**src/rtl/pg_pkg.sv**
```systemverilog
// Shared types and constants for the digit-serial PG adder.
package pg_pkg;

  localparam int DIGIT_W = 2;

  typedef enum logic [1:0] {
    IDLE = 2'd0,
    RUN  = 2'd1,
    DONE = 2'd2
  } state_e;

endpackage

```
**src/rtl/pg_slice2.sv**
```systemverilog
// Combinational 2-bit propagate/generate slice: sum digit, ripple carry, digit P/G.
module pg_slice2
  import pg_pkg::*;
(
  input  logic [DIGIT_W-1:0] a,
  input  logic [DIGIT_W-1:0] b,
  input  logic               c,
  output logic [DIGIT_W-1:0] s,
  output logic               c2,
  output logic               dp,
  output logic               dg
);

  logic [DIGIT_W-1:0] p;
  logic [DIGIT_W-1:0] g;
  logic               c1;

  assign p  = a ^ b;
  assign g  = a & b;
  assign c1 = g[0] | (p[0] & c);
  assign s  = {p[1] ^ c1, p[0] ^ c};
  assign c2 = g[1] | (p[1] & c1);
  assign dp = p[1] & p[0];
  // Digit generate must not depend on the incoming carry.
  assign dg = g[1] | (p[1] & g[0]);

endmodule

```
**src/rtl/pg_serial_add_ctrl.sv**
```systemverilog
// Digit-serial adder: one shared pg_slice2, LSB digit first, returns sum,
// carry-out and whole-word group propagate/generate.
//
// state | meaning
// IDLE  | waiting for start; operands captured when start is seen
// RUN   | one digit per clock through the slice, busy high
// DONE  | one-cycle done pulse, results already registered
module pg_serial_add_ctrl
  import pg_pkg::*;
#(
  parameter int WIDTH = 8
) (
  input  logic             clk,
  input  logic             rst_n,
  input  logic             start,
  input  logic [WIDTH-1:0] a,
  input  logic [WIDTH-1:0] b,
  input  logic             cin,
  output logic             busy,
  output logic             done,
  output logic [WIDTH-1:0] sum,
  output logic             cout,
  output logic             grp_p,
  output logic             grp_g
);

  localparam int DIGITS = WIDTH / DIGIT_W;
  localparam int IDX_W  = $clog2(DIGITS + 1);

  if ((WIDTH < 2) || ((WIDTH % 2) != 0)) begin : g_bad_width
    $error("pg_serial_add_ctrl: WIDTH must be even and >= 2");
  end

  state_e             state_q, state_d;
  logic [WIDTH-1:0]   a_q, a_d;
  logic [WIDTH-1:0]   b_q, b_d;
  logic [WIDTH-1:0]   res_q, res_d;
  logic [WIDTH-1:0]   sum_q, sum_d;
  logic [IDX_W-1:0]   idx_q, idx_d;
  logic               carry_q, carry_d;
  logic               p_acc_q, p_acc_d;
  logic               g_acc_q, g_acc_d;
  logic               cout_q, cout_d;
  logic               grp_p_q, grp_p_d;
  logic               grp_g_q, grp_g_d;
  logic               busy_q, busy_d;
  logic               done_q, done_d;

  logic [DIGIT_W-1:0]       slc_s;
  logic                     slc_c2;
  logic                     slc_dp;
  logic                     slc_dg;
  logic [WIDTH+DIGIT_W-1:0] res_shift;

  pg_slice2 u_slice (
    .a  (a_q[DIGIT_W-1:0]),
    .b  (b_q[DIGIT_W-1:0]),
    .c  (carry_q),
    .s  (slc_s),
    .c2 (slc_c2),
    .dp (slc_dp),
    .dg (slc_dg)
  );

  // New sum digit enters from the MSB side; after DIGITS shifts digit 0 sits at the LSB.
  assign res_shift = {slc_s, res_q};

  always_comb begin
    state_d = state_q;
    a_d     = a_q;
    b_d     = b_q;
    res_d   = res_q;
    sum_d   = sum_q;
    idx_d   = idx_q;
    carry_d = carry_q;
    p_acc_d = p_acc_q;
    g_acc_d = g_acc_q;
    cout_d  = cout_q;
    grp_p_d = grp_p_q;
    grp_g_d = grp_g_q;
    busy_d  = busy_q;
    done_d  = 1'b0;
    case (state_q)
      IDLE: begin
        if (start) begin
          a_d     = a;
          b_d     = b;
          carry_d = cin;
          idx_d   = '0;
          p_acc_d = 1'b1;
          g_acc_d = 1'b0;
          res_d   = '0;
          busy_d  = 1'b1;
          state_d = RUN;
        end
      end
      RUN: begin
        a_d     = a_q >> DIGIT_W;
        b_d     = b_q >> DIGIT_W;
        carry_d = slc_c2;
        p_acc_d = slc_dp & p_acc_q;
        g_acc_d = slc_dg | (slc_dp & g_acc_q);
        res_d   = res_shift[WIDTH+DIGIT_W-1:DIGIT_W];
        idx_d   = idx_q + IDX_W'(1);
        if (idx_q == IDX_W'(DIGITS - 1)) begin
          sum_d   = res_d;
          cout_d  = slc_c2;
          grp_p_d = p_acc_d;
          grp_g_d = g_acc_d;
          busy_d  = 1'b0;
          done_d  = 1'b1;
          state_d = DONE;
        end
      end
      DONE: begin
        state_d = IDLE;
      end
      default: begin
        busy_d  = 1'b0;
        state_d = IDLE;
      end
    endcase
  end

  always_ff @(posedge clk or negedge rst_n) begin
    if (!rst_n) begin
      state_q <= IDLE;
      a_q     <= '0;
      b_q     <= '0;
      res_q   <= '0;
      sum_q   <= '0;
      idx_q   <= '0;
      carry_q <= 1'b0;
      p_acc_q <= 1'b0;
      g_acc_q <= 1'b0;
      cout_q  <= 1'b0;
      grp_p_q <= 1'b0;
      grp_g_q <= 1'b0;
      busy_q  <= 1'b0;
      done_q  <= 1'b0;
    end else begin
      state_q <= state_d;
      a_q     <= a_d;
      b_q     <= b_d;
      res_q   <= res_d;
      sum_q   <= sum_d;
      idx_q   <= idx_d;
      carry_q <= carry_d;
      p_acc_q <= p_acc_d;
      g_acc_q <= g_acc_d;
      cout_q  <= cout_d;
      grp_p_q <= grp_p_d;
      grp_g_q <= grp_g_d;
      busy_q  <= busy_d;
      done_q  <= done_d;
    end
  end

  assign busy  = busy_q;
  assign done  = done_q;
  assign sum   = sum_q;
  assign cout  = cout_q;
  assign grp_p = grp_p_q;
  assign grp_g = grp_g_q;

endmodule
```
**config.mk**
```make
export PLATFORM = sky130hd
export DESIGN_NAME = pg_serial_add_ctrl
export DESIGN_NICKNAME = d
export VERILOG_FILES = /design/src/rtl/pg_pkg.sv /design/src/rtl/pg_slice2.sv /design/src/rtl/pg_serial_add_ctrl.sv
export SDC_FILE = /design/constraint.sdc
export NUM_CORES = 1
export LEC_CHECK = 0
export CAP_MARGIN = 0
export CORE_ASPECT_RATIO = 0.75
export CORE_MARGIN = 1.5
export CORE_UTILIZATION = 40
export CTS_CLUSTER_SIZE = 12
export DETAILED_ROUTE_END_ITERATION = 8
export PLACE_DENSITY = 0.72
export SKIP_CTS_REPAIR_TIMING = 1
export SLEW_MARGIN = 20
export SYNTH_ARGS = -nofsm -noshare
export SYNTH_HDL_FRONTEND = slang
export SYNTH_HIERARCHICAL = 1
export SYNTH_SLANG_ARGS = --single-unit
```
**constraint.sdc**
```tcl
create_clock -name clk -period 1.75 [get_ports clk]
set_input_delay 0.35 -clock clk [delete_from_list [all_inputs] [get_ports clk]]
set_output_delay 0.35 -clock clk [all_outputs]
set_load 0.005 [all_outputs]
```
Word level (Yosys, flattened, before mapping)

Cells that the tools add are included.
Widths: inputs -> output; s select.

Output and inout bits: 13
Word-level logic and storage cells: 62
Flip-flop bits (word level): 45
Bits of input ports: 20

Reduce and logical (&&, ||, !) cells: 6
Equal/unequal tests: 5
$add $sub $neg: 1
Mux-type cells: 21
Bitwise logic cells: 15

Operators with widths:

| cell                | number |
|---|---|
| $pmux 8 s2          | 3 |
| $mux 8              | 3 |
| $and 1x1->1         | 6 |
| $mux 1              | 6 |
| $pmux 1 s2          | 3 |
| $pmux 3 s2          | 1 |
| $reduce_and 2->1    | 3 |
| $mux 2              | 2 |
| $ne 2x2->1 const B  | 2 |
| $or 1x1->1          | 4 |
| $pmux 2 s2          | 1 |
| $add 3x1->3 const B | 1 |
| $eq 3x2->1 const B  | 1 |
| $mux 3              | 1 |
| $pmux 1 s3          | 1 |
| $reduce_and 3->1    | 1 |
| $and 2x2->2         | 1 |
| $eq 2x1->1 const B  | 1 |
| $eq 2x2->1 const B  | 1 |
| $logic_not 2->1     | 1 |
| $reduce_bool 2->1   | 1 |
| $xor 1x1->1         | 2 |
| $xor 2x2->2         | 1 |
| $not 1->1           | 1 |

Logic depth before layout (Yosys ltp)

Depth after elaboration: 6
Mapped depth: 6
Gate-level depth less buffers: 6

By module

The synthesis kept the hierarchy.

By module, submodules not included:

| module             | cells an instance | seq. area each (um2) | times used | area each (um2) |
|---|---|---|---|---|
| pg_serial_add_ctrl | 161               | 1,076.0              | 1          | 1,796.7 |
| pg_slice2          | 14                | 0.0                  | 1          | 110.1 |

Least setup slack after synthesis

Ideal clock, no wire load.

Kind: flip-flop to flip-flop
Start point: register a_q[0]
End point: register sum_q[7], in the netlist sum[7]
Path slack: 0.031 ns
Data arrival time: 1.594 ns
Data required time: 1.625 ns
Cell stages (with the launch flop): 6
Period minus slack after synthesis: 1.719 ns
Buffers on the path: 0
Library setup time: 0.125 ns
Cell sequence: dfrtp_1 inv_1 fa_1 fa_1 inv_1 mux2_4

Word-level cells in the longest chain between the ends: 4
Elaborated cells on any way between the ends: 5
Classes of those cells: bitwise (5)

RTL lines:

| item                   | RTL line                  | source |
|---|---|---|
| from (decl)            | pg_serial_add_ctrl.sv:35  | `logic [WIDTH-1:0] a_q, a_d;` |
| from (signal assigned) | pg_serial_add_ctrl.sv:128 | `a_q <= '0;` |
| from (signal assigned) | pg_serial_add_ctrl.sv:143 | `a_q <= a_d;` |
| $xor 2x2->2            | pg_slice2.sv:18           | `assign p = a ^ b;` |
| $and 1x1->1            | pg_slice2.sv:20           | `assign c1 = g[0] \| (p[0] & c);` |
| $or 1x1->1 *           | pg_slice2.sv:20           |  |
| $xor 1x1->1 *          | pg_slice2.sv:21           | `assign s = {p[1] ^ c1, p[0] ^ c};` |
| via slc_s[1]           | pg_serial_add_ctrl.sv:49  | `logic [DIGIT_W-1:0] slc_s;` |
| to (signal assigned)   | pg_serial_add_ctrl.sv:146 | `sum_q <= sum_d;` |
| to (decl)              | pg_serial_add_ctrl.sv:38  | `logic [WIDTH-1:0] sum_q, sum_d;` |

The timed path passes the listed nets; every way through them passes the cells marked *.
A chain may end at the register's enable or synchronous reset.

Final worst setup path

Start point: register carry_q
End point: register sum_q[7], in the netlist sum[7]

Word-level cells in the longest chain between the ends: 3

RTL lines:

| item                   | RTL line                  | source |
|---|---|---|
| from (decl)            | pg_serial_add_ctrl.sv:40  | `logic carry_q, carry_d;` |
| from (signal assigned) | pg_serial_add_ctrl.sv:148 | `carry_q <= carry_d;` |
| $and 1x1->1            | pg_slice2.sv:20           |  |
| $or 1x1->1             | pg_slice2.sv:20           |  |
| $xor 1x1->1            | pg_slice2.sv:21           |  |
| via slc_s[1]           | pg_serial_add_ctrl.sv:49  |  |

The timed path passes the listed nets, and every way through them passes these cells.

==> flow_metrics.py <==
metrics = {
    "sta": {
        "timing.slew.headroom_pct": 64.5,
        "fmax_mhz": 587,
        "finalCriticalPeriod_ns": 1.70,
        "hold_viol_final": 0,
        "finalCritPeriodShare_pct": 97.3,
        "skew_ns": 0.00542,
        "setup_viol": 0,
        "rsz0062_at_grt": "yes",
        "hold_slack_ns": 0.101,
        "slew_viol_final": 0,
        "layout_setup_ws_ns": 0.0474,
        "worstMarginPinSlew_ns": 0.532,
    },
    "routing": {
        "drt_iter0_markers": 84,
        "wl_per_cell_um": 13.0,
        "via_count": 1347,
        "drc": 0,
        "drt-vias-per-instance": 4.95,
        "dr.pass1.iters": 4,
        "drt_wl_total_mm": 3.53,
        "final_antenna_net_count": 0,
    },
    "yosys": {
        "syn-cell-area_sq_um": 1910,
        "ys_seq_elements": 43,
        "ys_types": 25,
        "syn_inst": 175,
        "synth_xor_area_share_pct": 0,
        "synth_mux_area_share_pct": 6.50,
        "ys.warnings.count": 6,
        "synthAdderAreaFrac_pct": 4.72,
        "syn_area_per_cell_sq_um": 10.9,
        "synth-simple-area-share_pct": 12.9,
        "synth_top_family_by_area": "compound AO/OA/AOI/OAI gates",
        "synth-compound-area-share_pct": 13.5,
        "synth-seq-area-share_pct": 56.4,
        "syn_nets": 201,
    },
    "critical_path": {
        "arrival_ns": 1.89,
        "startpoint_type": "flop",
        "worstPathRequired_ns": 1.93,
        "crit_type": "flop to flop",
        "r2r-end": "sum[7]$_DFFE_PN0P_",
        "endpoint": "sum[7]$_DFFE_PN0P_",
        "r2r-start": "carry_q$_DFFE_PN0P_",
        "crit_path_start": "carry_q$_DFFE_PN0P_",
        "path_max_fanout": 2,
        "ff2ff_setup_slack_ns": 0.05,
        "critPathCaptureType": "flop",
        "rr_worst_depth": 5,
    },
    "floorplan": {
        "die_y_um": 62.8,
        "rows": 21,
        "die_x_um": 82.7,
        "core_sq_um": 4520,
        "io_pins": 33,
        "dieArea_sq_um": 5190,
        "initial_core_util_pct": 42.2,
    },
    "global_routing": {
        "grt_overflow_total": 0,
        "grt_max_degree": 44,
        "grt_usage_pct": 15.7,
        "grt_pass1_wl_mm": 6.01,
        "first_global_vias": 1249,
        "antenna_found_initial": 0,
    },
    "cells_and_area": {
        "drive_gt1_share_pct": 14.9,
        "syn2layout_area_growth_pct": 28.0,
        "diodes": 0,
        "final_cells": 272,
        "finalNetCount": 240,
    },
    "clock_network": {
        "cts.reportedPaths.clkPinSlew_ns": 0.08,
        "cts_tree": "done",
        "clk_path_buf_depth": 2,
        "numCtsBuffers": 5,
        "clock_tree.root_cell": "clkbuf_8",
        "clk_latency_ns": 0.30,
        "clock-sinks": 43,
        "cts_max_level": 2,
    },
    "power": {
        "p_leak_nw": 1.19,
        "fin_total_pwr_mw": 4.49,
        "power_density_nw_per_um2": 1840,
        "peakVddDrop_uv": 806,
    },
    "place": {
        "place.detailed.hpwl_mm": 2.42,
        "dp_cells": 263,
        "gp_congestion": 0.821,
        "io_buffer_count": 32,
        "dp_slack_ns": 0.0197,
    },
    "run_status": {
        "outcome": "finished, final reports clean",
    },
    "hold_path": {
        "hold_class": "input pin to async pin",
    },
    "flow_run": {
        "drv_cap": 0,
    },
}
[kinds of logic after synthesis]
| family | after synthesis |
|---|---|
| adders and majority gates | 6 |
| DFF | 43 |
| buffers and inverters | 23 |
| AOI/OAI and AO/OA | 37 |
| and+or+nand+nor | 57 |
| muxes | 9 |
[cell usage after synthesis (all sizes together)]
master  instances  area share, %
dfrtp          43             56
nand2          34            6.7
nor2           16            3.1
a31oi          14            4.6
inv            13            2.6
a22o           11            5.1
buf            10            3.3
mux2            9            6.5
o21ai           7            1.8
ha              4            2.6
nor2b           3           0.98
a21oi           2           0.52
fa              2            2.1
nand2b          2           0.66
a21o            1           0.39
a32o            1           0.52
and2            1           0.39
nand3b          1            1.0
o21bai          1           0.59
[power breakdown]
| group | internal (mW) | leakage, nW | switching, mW |
|---|---|---|---|
| sequential | 1.44 | 0.535 | 0.291 |
| combinational | 0.999 | 0.586 | 0.852 |
| clock | 0.570 | 0.0654 | 0.340 |
| total | 3.01 | 1.19 | 1.48 |
[metal layers]
layer	global-route usage [%]	up-vias	wire, um
met3	5.99	2	201
met4	4.38	0	10
met2	21.2	35	1530
met1	23.2	645	1790
met5	0	-	0
li1	-	665	-
[worst min-delay path by stage]
stage | endpoint | depth (start not counted)
3_5_place_dp | sum[1]$_DFFE_PN0P_ | 2
6_report | sum[1]$_DFFE_PN0P_ | 2
3_3_place_gp | sum[1]$_DFFE_PN0P_ | 2
4_1_cts | sum[1]$_DFFE_PN0P_ | 2
5_1_grt | res_q[4]$_DFFE_PN0P_ | 2
2_1_floorplan | a_q[0]$_DFFE_PN0P_ | 0
[sequential cells by signal, indices dropped and copies added, names as in the netlist, 2 cells and up]
signal,count
res_q,6
a_q,8
idx_q,3
b_q,8
sum,8
state_q,2
[cells in the final DEF (no fill, tap or decap), types with 4 or more instances in the layout]
cell type,synthesis,layout
ha_1,4,4
inv_1,12,10
mux2_4,6,6
a22o_1,11,11
a31oi_1,14,14
clkdlybuf4s50_1,0,31
o21ai_0,4,4
clkbuf_8,0,5
dfrtp_1,43,43
buf_4,3,10
nor2_1,16,16
nand2_1,34,34
[area by class of cell]
class                           instances  area [sq um]
Fill cell                             400          2080
Sequential cell                        43          1080
Multi-Input combinational cell        109           721
Timing Repair Buffer                   42           390
Clock buffer                            6          72.6
Tap cell                               57          71.3
Clock inverter                          2          60.1
Inverter                               13          48.8
[per-stage QoR]
stage,instance area [sq um],setup TNS [ns],utilization (%)
2_1_floorplan,1910,0,-
3_3_place_gp,2300,0,50.8
3_5_place_dp,2300,0,50.8
4_1_cts,2430,-0.0313,53.8
5_1_grt,2440,-0.00569,54.0
6_report,2440,0,54.0
[worst max-delay path, cell delays in order (launching register included)]
cell and delay [ns]:
dfrtp_1 0.37, inv_2 0.05, fa_2 0.39, fa_1 0.48
inv_1 0.05, mux2_4 0.26
No activity file was read; power rests on OpenSTA's default activity.
==> variant 1 (same flow settings) <==
Put one more register stage on the output `done`. The value now appears one clock later. The other outputs are not delayed to match. Comments in the files are not updated.
--- a/src/rtl/pg_serial_add_ctrl.sv
+++ b/src/rtl/pg_serial_add_ctrl.sv
@@ -157,7 +157,9 @@
   end
 
   assign busy  = busy_q;
-  assign done  = done_q;
+  always_ff @(posedge clk) begin
+    done <= done_q;
+  end
   assign sum   = sum_q;
   assign cout  = cout_q;
   assign grp_p = grp_p_q;
Function: changed (a bounded check fails within 10 cycles, from zero or initial values and one cycle with rst_n low).
==> variant 1 against the original RTL <==
Total power is 6.4% lower; synthesized cell count increased by 0.57%; sequential cell count grew 1; core utilization decreased by 1.2 points; area after synthesis rose by 0.98%; cell count is 0.37% lower; setup slack improved by 0.012 ns; routed wire length rose by 0.71%; final area fell by 1.6%; clock power is 29% lower; critical path type unchanged; critical endpoint unchanged; largest power group unchanged; highest routed layer unchanged.
==> variant 1: results (changes against the original RTL) <==
[synthesis]
ys_seq_area_share_pct = 56.9  ; +0.49 points
synth_cell_type_count = 26  ; +4.0%
synth_nets = 202  ; +0.50%
synthCells = 176  ; +0.57%
async_flop_share_pct = 97.7  ; -2.3 points
synthTopCellsByArea = dfrtp_1 56%, nand2_1 6.6%, a22o_1 5.0%

[drt]
wl_per_cell_um = 13.1  ; +1.1%
drt-total-wl_mm = 3.55  ; +0.71%
met3_length_um = 156  ; -22%
wl_met2_mm = 1.49  ; -2.6%
drt_iter0_drc = 65  ; -23%
met1_length_mm = 1.82  ; +2.0%
via_count = 1329  ; -1.3%
firstDrtPassIters = 4  ; unchanged

[clock_tree]
cts-htree-levels = 2  ; unchanged

[setup_path]
crit_path_top_delay_cell = fa_1
worstRegToRegCells = 5  ; unchanged
rr_startpoint = a_q[0]$_DFFE_PN0P_

[final_layout]
drive_gt1_share_pct = 12.1  ; -2.7 points
finalNetCount = 239  ; -0.42%

[power_and_ir_drop]
peakVddDrop_v = 0.000739  ; -8.3%
power.leakage_uw = 0.00117  ; -1.7%

[placed_design]
pre_cts_ws_ns = 0.00547  ; -0.0143 ns
place_congestion = 0.751  ; -8.5%
dp_hpwl_mm = 2.50  ; +3.1%
dpl-instance-area_um2 = 2310  ; +0.49%

[grt]
grt_first_pass_wirelength_mm = 6.13  ; +2.0%
grt_usage_pct = 15.0  ; -0.63 points

[sta]
whs_ns = 0.124  ; +0.0228 ns
fin_crit_ns = 1.69  ; -0.0122 ns
skew_ns = 0.00572  ; +0.000300 ns
tightest_slew_ns = 0.616  ; +0.0839 ns

[outcome]
status = complete, no violations

-- variant 1: cell families after synthesis --
kind of cell / share of synthesized area (%)
buffers and inverters: 5.85
DFF: 56.9
adders and majority gates: 4.68
muxes: 6.43
and+or+nand+nor: 12.7
AOI/OAI and AO/OA: 13.4
-- variant 1: area by class of cell --
type | instances | area [um2]
Timing Repair Buffer | 40 | 375
Tap cell | 57 | 71.3
Inverter | 13 | 48.8
Multi-Input combinational cell | 109 | 719
Fill cell | 409 | 2140
Sequential cell | 44 | 1100
Clock buffer | 8 | 90.1
-- variant 1: worst max path at each step --
| stage | start | to | depth (start not counted) |
|---|---|---|---|
| 2_1_floorplan | a_q[0]$_DFFE_PN0P_ | sum[7]$_DFFE_PN0P_ | 5 |
| 3_3_place_gp | a_q[0]$_DFFE_PN0P_ | sum[7]$_DFFE_PN0P_ | 5 |
| 3_5_place_dp | a_q[0]$_DFFE_PN0P_ | sum[7]$_DFFE_PN0P_ | 5 |
| 4_1_cts | a_q[0]$_DFFE_PN0P_ | sum[7]$_DFFE_PN0P_ | 5 |
| 5_1_grt | a_q[0]$_DFFE_PN0P_ | sum[7]$_DFFE_PN0P_ | 5 |
| 6_report | a_q[0]$_DFFE_PN0P_ | sum[7]$_DFFE_PN0P_ | 5 |
-- variant 1: per-layer routing --
metal	vias up	track usage, %
met5	-	0
li1	663	-
met1	623	21.0
met2	33	21.1
met4	0	7.71
met3	10	4.46
-- variant 1: worst register-to-register path, cell delays in order, from the launching register on --
cell	delay (ns)
dfrtp_1	0.35
inv_1	0.07
fa_2	0.38
fa_1	0.48
inv_1	0.05
mux2_4	0.25
-- variant 1: where the power goes --
group	switching [uW]	leakage [uW]	internal [uW]
Combinational	841	0.000578	956
Sequential	294	0.000543	1470
Clock	326	0.0000455	322
==> variant 2 (same flow settings) <==
Made on the original files. Change the parameter `WIDTH` from 8 to 4.
--- a/src/rtl/pg_serial_add_ctrl.sv
+++ b/src/rtl/pg_serial_add_ctrl.sv
@@ -8,7 +8,7 @@
 module pg_serial_add_ctrl
   import pg_pkg::*;
 #(
-  parameter int WIDTH = 8
+  parameter int WIDTH = 4
 ) (
   input  logic             clk,
   input  logic             rst_n,
Interface: changed (resized a, b and sum); port bits go from 33 to 21. The function was not compared with the original's and may differ.
==> variant 2 against the original RTL <==
Clock skew decreased by 0.0039 ns; combinational power down 19%; sequential cell count fell by 17; setup slack lost 0.0066 ns; routed wire length down 37%; total power fell by 35%; final area down 37%; via count down 36%; area after synthesis down 35%; critical path type unchanged.
==> variant 2: results (changes against the original RTL) <==
[placed_design]
pre_cts_ws_ns = -0.0349  ; -0.0546 ns
io_buffer_count = 20  ; -38%
dp_hpwl_mm = 1.71  ; -29%
place_congestion = 0.721  ; -12%
dpl-instance-area_um2 = 1490  ; -35%

[grt]
grt_util_met3_pct = 5.29  ; -0.70 points
grt_max_degree = 27  ; -39%
met1_usage_pct = 19.7  ; -3.5 points
grt_antenna_before_repair = 0  ; unchanged
grt_pass1_vias = 834  ; -33%
grt_usage_pct = 14.9  ; -0.75 points
grt_overflow = 0  ; unchanged
grt_first_pass_wirelength_mm = 3.76  ; -37%
met2_usage_pct = 23.6  ; +2.4 points

[drt]
firstDrtPassIters = 4  ; unchanged
wl_per_cell_um = 13.0  ; +0.68%
drt_iter0_drc = 39  ; -54%
via_count = 856  ; -36%

[setup_path]
worstRegToRegCells = 5  ; unchanged
cp_top_family = adder cells
endpoint = sum[3]$_DFFE_PN0P_
path_class = register to register
path_max_fanout = 2  ; unchanged
slowest_delay_ns = 0.49
rr_startpoint = a_q[0]$_DFFE_PN0P_
crit_path_top_delay_cell = fa_1

[power_and_ir_drop]
power.leakage_uw = 0.000740  ; -38%
swShare_pct = 36.3  ; +3.3 points
peakVddDrop_v = 0.000674  ; -16%

[synthesis]
synthTopCellsByArea = dfrtp_1 52%, mux2_4 6.0%, a22o_1 4.9%
synthTopCellsByCount = 26 x dfrtp_1, 13 x inv_1, 9 x nor2_1, 7 x a22o_1, 6 x nand2_1
async_flop_share_pct = 100  ; unchanged
synth_cell_type_count = 27  ; +8.0%
ys_seq_area_share_pct = 52.3  ; -4.1 points
synth_warnings = 6  ; unchanged
yosys.area_share.adder_pct = 6.24  ; +1.5 points
synth_xor_area_share_pct = 0  ; unchanged
synth_nets = 122  ; -39%
ys.flop_type = dfrtp_1
synth_compound_area_share_pct = 16.8  ; +3.3 points
yosys-mux-area-fraction_pct = 6.84  ; +0.34 points

[sta]
worst_slack_ns = 0.0408  ; -0.00661 ns
skew_ns = 0.00153  ; -0.00389 ns
maxSlewHeadroom_pct = 71.8  ; +7.2 points
setup_viol = 0  ; unchanged

[clock_tree]
cts_buffers = 3  ; -2
clockBufferDepth = 2  ; unchanged
worstSkewPairLatency_ns = 0.26  ; -0.04 ns
clkTransAtPathRegs_ns = 0.08  ; about the same
cts-htree-levels = 1  ; -1
clockRootBuffer = clkbuf_8

[final_layout]
drive_gt1_share_pct = 19.1  ; +4.2 points
multi_input_area_um2 = 509  ; -29%
finalNetCount = 150  ; -38%
antenna_cells = 0  ; unchanged
fillers = 253  ; -37%

[flow_run]
cap_viol_max_count = 0  ; unchanged

[outcome]
status = complete, no violations

[min_path]
hp-class = primary input to async pin

-- variant 2: metrics by stage --
| step | total power, uW | instances |
|---|---|---|
| 3_3_place_gp | 2520 | 164 |
| 6_report | 2940 | 169 |
| 3_5_place_dp | 2600 | 164 |
| 2_1_floorplan | 2140 | 105 |
| 5_1_grt | 3230 | 169 |
| 4_1_cts | 2940 | 167 |
-- variant 2: cell type report --
type	instances	share of cell area [%]
clock buffers	3	2.67
inverters	14	3.40
well taps	38	3.07
multi-input cells	62	32.9
flip-flops and latches	26	42.1
repair buffers	26	15.9
-- variant 2: power by group through the flow --
stage,clock network [uW],registers (uW),logic [uW]
6_report,326,1120,1500
5_1_grt,378,1160,1690
3_3_place_gp,0,1120,1400
2_1_floorplan,0,1050,1090
4_1_cts,341,1120,1480
3_5_place_dp,0,1130,1470
-- variant 2: per-layer routing --
metal | wire [um] | part of all wire, %
met3 | 127 | 5.8
met1 | 1040 | 47
met2 | 1020 | 46
met5 | 0 | 0
met4 | 17 | 0.77
-- variant 2: kinds of logic (layout without fill, tap and decap cells) --
kind of cell	count (synthesis)	after routing
AO/OA/AOI/OAI	28	28
flip-flops	26	26
AND/OR/NAND/NOR	23	23
buffers and inverters	17	43
multiplexers	6	6
adder cells (fa/ha/maj)	5	5
-- variant 2: worst min-delay path by stage --
stage / startpoint / end / slack [ns] / cells past startpoint
after global placement: grp_p$_DFFE_PN0P_ / grp_p$_DFFE_PN0P_ / 0.47 / 2
after floorplan: rst_n / a_q[0]$_DFFE_PN0P_ / 0.05 / 0
final: rst_n / done$_DFF_PN0_ / 0.44 / 2
after global routing: rst_n / done$_DFF_PN0_ / 0.47 / 2
after detailed placement: res_q[3]$_DFFE_PN0P_ / res_q[3]$_DFFE_PN0P_ / 0.48 / 1
after CTS: rst_n / busy$_DFFE_PN0P_ / 0.45 / 2
